===== config.mk =====
export PLATFORM = sky130hd
export DESIGN_NAME = communication_send
export DESIGN_NICKNAME = d
export VERILOG_FILES = /design/src/rtl/comm_pkg.sv /design/src/rtl/comm_bit_clk_gen.sv /design/src/rtl/communication_send.sv
export SDC_FILE = /design/constraint.sdc
export NUM_CORES = 1
export LEC_CHECK = 0
export CAP_MARGIN = 0
export CORE_ASPECT_RATIO = 0.8
export CORE_UTILIZATION = 35
export DETAILED_ROUTE_END_ITERATION = 8
export HOLD_SLACK_MARGIN = 0.1
export PLACE_DENSITY_LB_ADDON = 0.2
export SETUP_SLACK_MARGIN = 0.3
export SLEW_MARGIN = 15
export SYNTH_ARGS = -nofsm -noshare
export SYNTH_HDL_FRONTEND = slang
export SYNTH_HIERARCHICAL = 1
export SYNTH_SLANG_ARGS = --single-unit

===== constraint.sdc =====
create_clock -name clk -period 3.6 [get_ports clk]
set_clock_uncertainty 0.1 [all_clocks]
set_input_delay 0.36 -clock clk [delete_from_list [all_inputs] [get_ports clk]]
set_output_delay 0.36 -clock clk [all_outputs]
set_load 0.03 [all_outputs]

===== src/rtl/comm_pkg.sv =====
// Shared types and helpers for the FPGA1 -> FPGA2 serial link.
// Define COMM_ODD_PARITY_EN to switch the frame parity bit to odd parity.
package comm_pkg;

   typedef enum logic [2:0] {
      IDLE,
      LOAD,
      START,
      DATA,
      PARITY,
      STOP,
      WAIT_ACK
   } tx_state_t;

   localparam int   DATA_BITS = 8;
   localparam logic LINE_IDLE = 1'b1;
   localparam logic START_BIT = 1'b0;

   function automatic logic parity_bit(input logic [DATA_BITS-1:0] d);
`ifdef COMM_ODD_PARITY_EN
      return ~^d;
`else
      return ^d;
`endif
   endfunction

endpackage


===== src/rtl/comm_bit_clk_gen.sv =====
// Free-running bit clock: freq toggles every CLK_DIV clk, bit_tick marks
// the clk cycle whose closing edge takes freq from 1 to 0.
module comm_bit_clk_gen #(
   parameter int CLK_DIV = 4
) (
   input  logic clk,
   input  logic rst_n,
   output logic freq,
   output logic bit_tick
);

   localparam int CW = (CLK_DIV > 1) ? $clog2(CLK_DIV) : 1;

   logic [CW-1:0] cnt_q, cnt_d;
   logic          freq_q, freq_d;
   logic          wrap;

   always_comb begin
      wrap   = (cnt_q == CW'(CLK_DIV - 1));
      cnt_d  = wrap ? '0 : cnt_q + CW'(1);
      freq_d = wrap ? ~freq_q : freq_q;
   end

   always_ff @(posedge clk or negedge rst_n) begin
      if (!rst_n) begin
         cnt_q  <= '0;
         freq_q <= 1'b0;
      end else begin
         cnt_q  <= cnt_d;
         freq_q <= freq_d;
      end
   end

   assign freq     = freq_q;
   assign bit_tick = wrap & freq_q;

endmodule


===== src/rtl/communication_send.sv =====
// Serial frame transmitter: start, 8 data bits LSB first, parity, stop bits,
// then waits for the receiver ack. COMM_ODD_PARITY_EN selects odd parity.
module communication_send
   import comm_pkg::*;
#(
   parameter int CLK_DIV     = 4,
   parameter int STOP_BITS   = 3,
   parameter int ACK_TIMEOUT = 64
) (
   input  logic       clk,
   input  logic       rst_n,
   input  logic [7:0] tx_data,
   input  logic       tx_valid,
   output logic       tx_ready,
   input  logic       rec_ack,
   output logic       freq,
   output logic       send_data,
   output logic       send_en,
   output logic       tx_busy,
   output logic       ack_timeout
);

   localparam int SW = (STOP_BITS > 1) ? $clog2(STOP_BITS) : 1;
   localparam int TW = (ACK_TIMEOUT > 1) ? $clog2(ACK_TIMEOUT) : 1;

   tx_state_t      state_q, state_d;
   logic [7:0]     data_q, data_d;
   logic           par_q, par_d;
   logic [2:0]     bit_idx_q, bit_idx_d;
   logic [SW-1:0]  stop_cnt_q, stop_cnt_d;
   logic [TW-1:0]  to_cnt_q, to_cnt_d;
   logic           ack_s1_q, ack_s2_q;
   logic           send_data_q, send_data_d;
   logic           send_en_q, send_en_d;
   logic           ack_timeout_q, ack_timeout_d;
   logic           bit_tick;

   comm_bit_clk_gen #(.CLK_DIV(CLK_DIV)) u_bit_clk (
      .clk      (clk),
      .rst_n    (rst_n),
      .freq     (freq),
      .bit_tick (bit_tick)
   );

   always_comb begin
      state_d       = state_q;
      data_d        = data_q;
      par_d         = par_q;
      bit_idx_d     = bit_idx_q;
      stop_cnt_d    = stop_cnt_q;
      to_cnt_d      = to_cnt_q;
      ack_timeout_d = 1'b0;
      unique case (state_q)
         IDLE: if (tx_valid) begin
            state_d = LOAD;
            data_d  = tx_data;
            par_d   = parity_bit(tx_data);
         end
         LOAD: if (bit_tick) state_d = START;
         START: if (bit_tick) begin
            state_d   = DATA;
            bit_idx_d = '0;
         end
         DATA: if (bit_tick) begin
            if (bit_idx_q == 3'd7) state_d = PARITY;
            else bit_idx_d = bit_idx_q + 3'd1;
         end
         PARITY: if (bit_tick) begin
            state_d    = STOP;
            stop_cnt_d = '0;
         end
         STOP: if (bit_tick) begin
            if (stop_cnt_q == SW'(STOP_BITS - 1)) begin
               state_d  = WAIT_ACK;
               to_cnt_d = '0;
            end else begin
               stop_cnt_d = stop_cnt_q + SW'(1);
            end
         end
         WAIT_ACK: begin
            // A level ack beats a timeout landing in the same cycle
            if (ack_s2_q) begin
               state_d = IDLE;
            end else if (bit_tick) begin
               if (to_cnt_q == TW'(ACK_TIMEOUT - 1)) begin
                  state_d       = IDLE;
                  ack_timeout_d = 1'b1;
               end else begin
                  to_cnt_d = to_cnt_q + TW'(1);
               end
            end
         end
         default: state_d = IDLE;
      endcase

      // Line outputs follow the next state so they move on the tick edge
      send_data_d = LINE_IDLE;
      send_en_d   = 1'b0;
      unique case (state_d)
         START: begin
            send_data_d = START_BIT;
            send_en_d   = 1'b1;
         end
         DATA: begin
            send_data_d = data_q[bit_idx_d];
            send_en_d   = 1'b1;
         end
         PARITY: begin
            send_data_d = par_q;
            send_en_d   = 1'b1;
         end
         STOP: send_en_d = 1'b1;
         default: ;
      endcase
   end

   always_ff @(posedge clk or negedge rst_n) begin
      if (!rst_n) begin
         state_q       <= IDLE;
         data_q        <= '0;
         par_q         <= 1'b0;
         bit_idx_q     <= '0;
         stop_cnt_q    <= '0;
         to_cnt_q      <= '0;
         ack_s1_q      <= 1'b0;
         ack_s2_q      <= 1'b0;
         send_data_q   <= LINE_IDLE;
         send_en_q     <= 1'b0;
         ack_timeout_q <= 1'b0;
      end else begin
         state_q       <= state_d;
         data_q        <= data_d;
         par_q         <= par_d;
         bit_idx_q     <= bit_idx_d;
         stop_cnt_q    <= stop_cnt_d;
         to_cnt_q      <= to_cnt_d;
         ack_s1_q      <= rec_ack;
         ack_s2_q      <= ack_s1_q;
         send_data_q   <= send_data_d;
         send_en_q     <= send_en_d;
         ack_timeout_q <= ack_timeout_d;
      end
   end

   assign tx_ready    = (state_q == IDLE);
   assign tx_busy     = (state_q != IDLE);
   assign send_data   = send_data_q;
   assign send_en     = send_en_q;
   assign ack_timeout = ack_timeout_q;

endmodule

==> flow_summary.toml <==
[critical_path]
critPathRequiredTime_ns = 3.14
critPathLaunchType = "flip-flop"
crit_type = "flip-flop to output pin"
worstPathArrival_ns = 2.03
worstReg2RegEnd = "send_data"
r2r-start = "u_bit_clk/cnt_q[0]"
critPathCaptureType = "output pin"
worst_r2r_path_depth = 8
cp_max_fo = 17
reg2reg_slack_ns = 1.39

[yosys]
synth.most_common_cell = "dfrtp_1"
avgSynthCellArea_um2 = 10.5
synthArstFlopShare_pct = 100
yosys_warnings = 6
muxShareOfSynthArea_pct = 7.24
yosysTopAreaCellShare_pct = 44.8
ys_seq_elements = 31
synth_xor_area_share_pct = 6.80
synthTopCellsByArea = "dfrtp_1, mux2_2, xnor2_1, ha_1, nand2_1"
netlist_area_um2 = 1680
synth_edf_count = 0
synthAdderAreaFrac_pct = 2.99
synth_compound_area_share_pct = 12.4
synth_top_family_by_area = "simple AND/OR/NAND/NOR gates"
ys_seq_area_share_pct = 46.4
synthFlopType = "dfrtp_1"
synthSimpleGateAreaFrac_pct = 20.2
postSynthCellCount = 160
synth_common_cells = "dfrtp_1, nand2_1, nor2_1"
synth_cell_type_count = 46
yosysTopAreaCell = "dfrtp_1"
synth_fp_nets = 176

[timing]
relSlewSlack_pct = 68.7
fmax_mhz = 401
rsz0062_at_grt = "false"
hold_viol = 0
finalCritPeriodShare_pct = 69.2
min_period_ns = 2.49
final.setup.tns_ns = 0
setup_violations = 0
finalMaxSlewViolations = 0
worst_pin_slew_ns = 0.469

[die]
die-area_um2 = 5070
die_h_um = 63.9
pin_count = 18
rows = 22
core_area_um2 = 4600
die_x_um = 79.4
start_util_pct = 36.4

[flow_run]
cap_violations = 0

[cts]
cts_root_buf = "clkbuf_8"
hold_buffers = 0
cts_inserted_buffers = 5
cts_max_path_buffers = 2
clkSinkCount = 31
clk_latency_ns = 0.28
cts_setup_buffers = 0
cts_resized = 0
htree_levels = 2
cts_tree = "built"
clk_pin_slew_ns = 0.06

[cells_and_area]
drive_gt1_share_pct = 13.9
multi_input_area_um2 = 832
fin_nets = 195
nFillCells = 451
areaGrowthSynthToFinish_pct = 17.9
regArea_um2 = 777
finalNonFillerCells = 240
diodes = 0

[drt]
vias = 1204
wl_per_cell_um = 12.9
drc = 0
wirelength_um = 3090
first_iter_violations = 51
viasPerCell = 5.02
first_pass_iters = 4
drtAntennaViolNets = 0

[global_routing]
grt_pass1_wl_um = 5470
grt_use_total_pct = 14.5
grt_max_degree = 32
grt_pass1_vias = 1187
antenna_found_initial = 0
overflow = 0

[place]
port_buffers = 17
place_congestion = 0.821
dpl.cell_count = 232
dp_hpwl_um = 2310

[power]
power_density_nw_per_um2 = 326
p_leak_uw = 0.000909
finalPower_uw = 644
max-vdd-ir-drop_mv = 0.210

[min_path]
whs_endpoint = "ack_s2_q"
hold_depth = 0
hp-class = "flip-flop to flip-flop"
hold_path.startpoint = "ack_s1_q"

[status]
outcome = "complete, no violations"
==> registers in the layout, summed over array words and instances (netlist names) <==
| name | flops |
|---|---|
| data_q | 8 |
| to_cnt_q | 6 |
| bit_idx_q | 3 |
| state_q | 3 |
| stop_cnt_q | 2 |
| u_bit_clk/cnt_q | 2 |
| ack_s1_q | 1 |
| ack_s2_q | 1 |
| ack_timeout | 1 |
| par_q | 1 |
| send_data | 1 |
| send_en | 1 |
| u_bit_clk/freq | 1 |
==> metrics by stage <==
step                hold WS [ns]  worst slack, ns  utilization, %  cell area [um^2]
floorplan                -0.0356             1.42               -              1680
global placement           0.235             1.44            41.2              1890
detailed placement         0.245             1.41            41.2              1890
CTS                        0.260             1.08            43.0              1980
global route               0.277             1.01            43.0              1980
finish                     0.254             1.11            43.0              1980
==> logic make-up after synthesis <==
kind of cell / count (synthesis)
buf+inv: 14
fa+ha+maj: 4
mux: 11
xor+xnor: 13
simple gates: 59
compound gates: 28
flops: 31
==> worst max-delay path, stage by stage, from the launching register on <==
cell and delay, ns:
dfrtp_1 0.55, or3_1 0.45, inv_1 0.08, clkdlybuf4s50_1 0.67
==> cell type report <==
type | instances | area share [%]
multi-input combinational | 115 | 42.1
tap | 60 | 3.80
sequential | 31 | 39.3
clock buffer | 5 | 3.48
timing repair buffer | 18 | 8.99
inverter | 8 | 1.52
clock inverter | 3 | 0.760
==> worst max path at each step <==
stage / from / end / cells after the start
final: state_q[0] / tx_ready / 3
after global routing: state_q[0] / tx_ready / 3
after CTS: state_q[0] / tx_ready / 3
after detailed placement: state_q[0] / tx_ready / 3
after global placement: state_q[0] / tx_ready / 3
after floorplan: state_q[2] / data_q[1] / 6
==> power by group <==
| group | leakage, uW | switching (uW) | internal [uW] | total, uW |
|---|---|---|---|---|
| clock network | 0.0000477 | 126 | 132 | 258 |
| logic | 0.000466 | 16.2 | 20.0 | 36.1 |
| registers | 0.000395 | 1.14 | 350 | 351 |
| total | 0.000909 | 143 | 501 | 644 |
==> cells in the final DEF, fill, tap and decap left out, drive strengths merged, types with 4 or more instances in the layout <==
| cell type | n |
|---|---|
| clkdlybuf4s50 | 17 |
| o21ai | 4 |
| nand2 | 12 |
| inv | 8 |
| nand4 | 6 |
| xor2 | 5 |
| xnor2 | 8 |
| dfrtp | 30 |
| and3 | 5 |
| ha | 4 |
| nor2 | 11 |
| mux2 | 9 |
| and2 | 5 |
| clkbuf | 5 |
| a21oi | 5 |
==> layer usage <==
layer	vias up	GRT usage, %	share of wire [%]
met3	7	4.00	3.9
met2	23	19.7	39
met1	566	20.8	55
li1	608	-	-
met5	-	0	0
met4	0	7.50	1.9
Power figures use the tool's default switching activity.
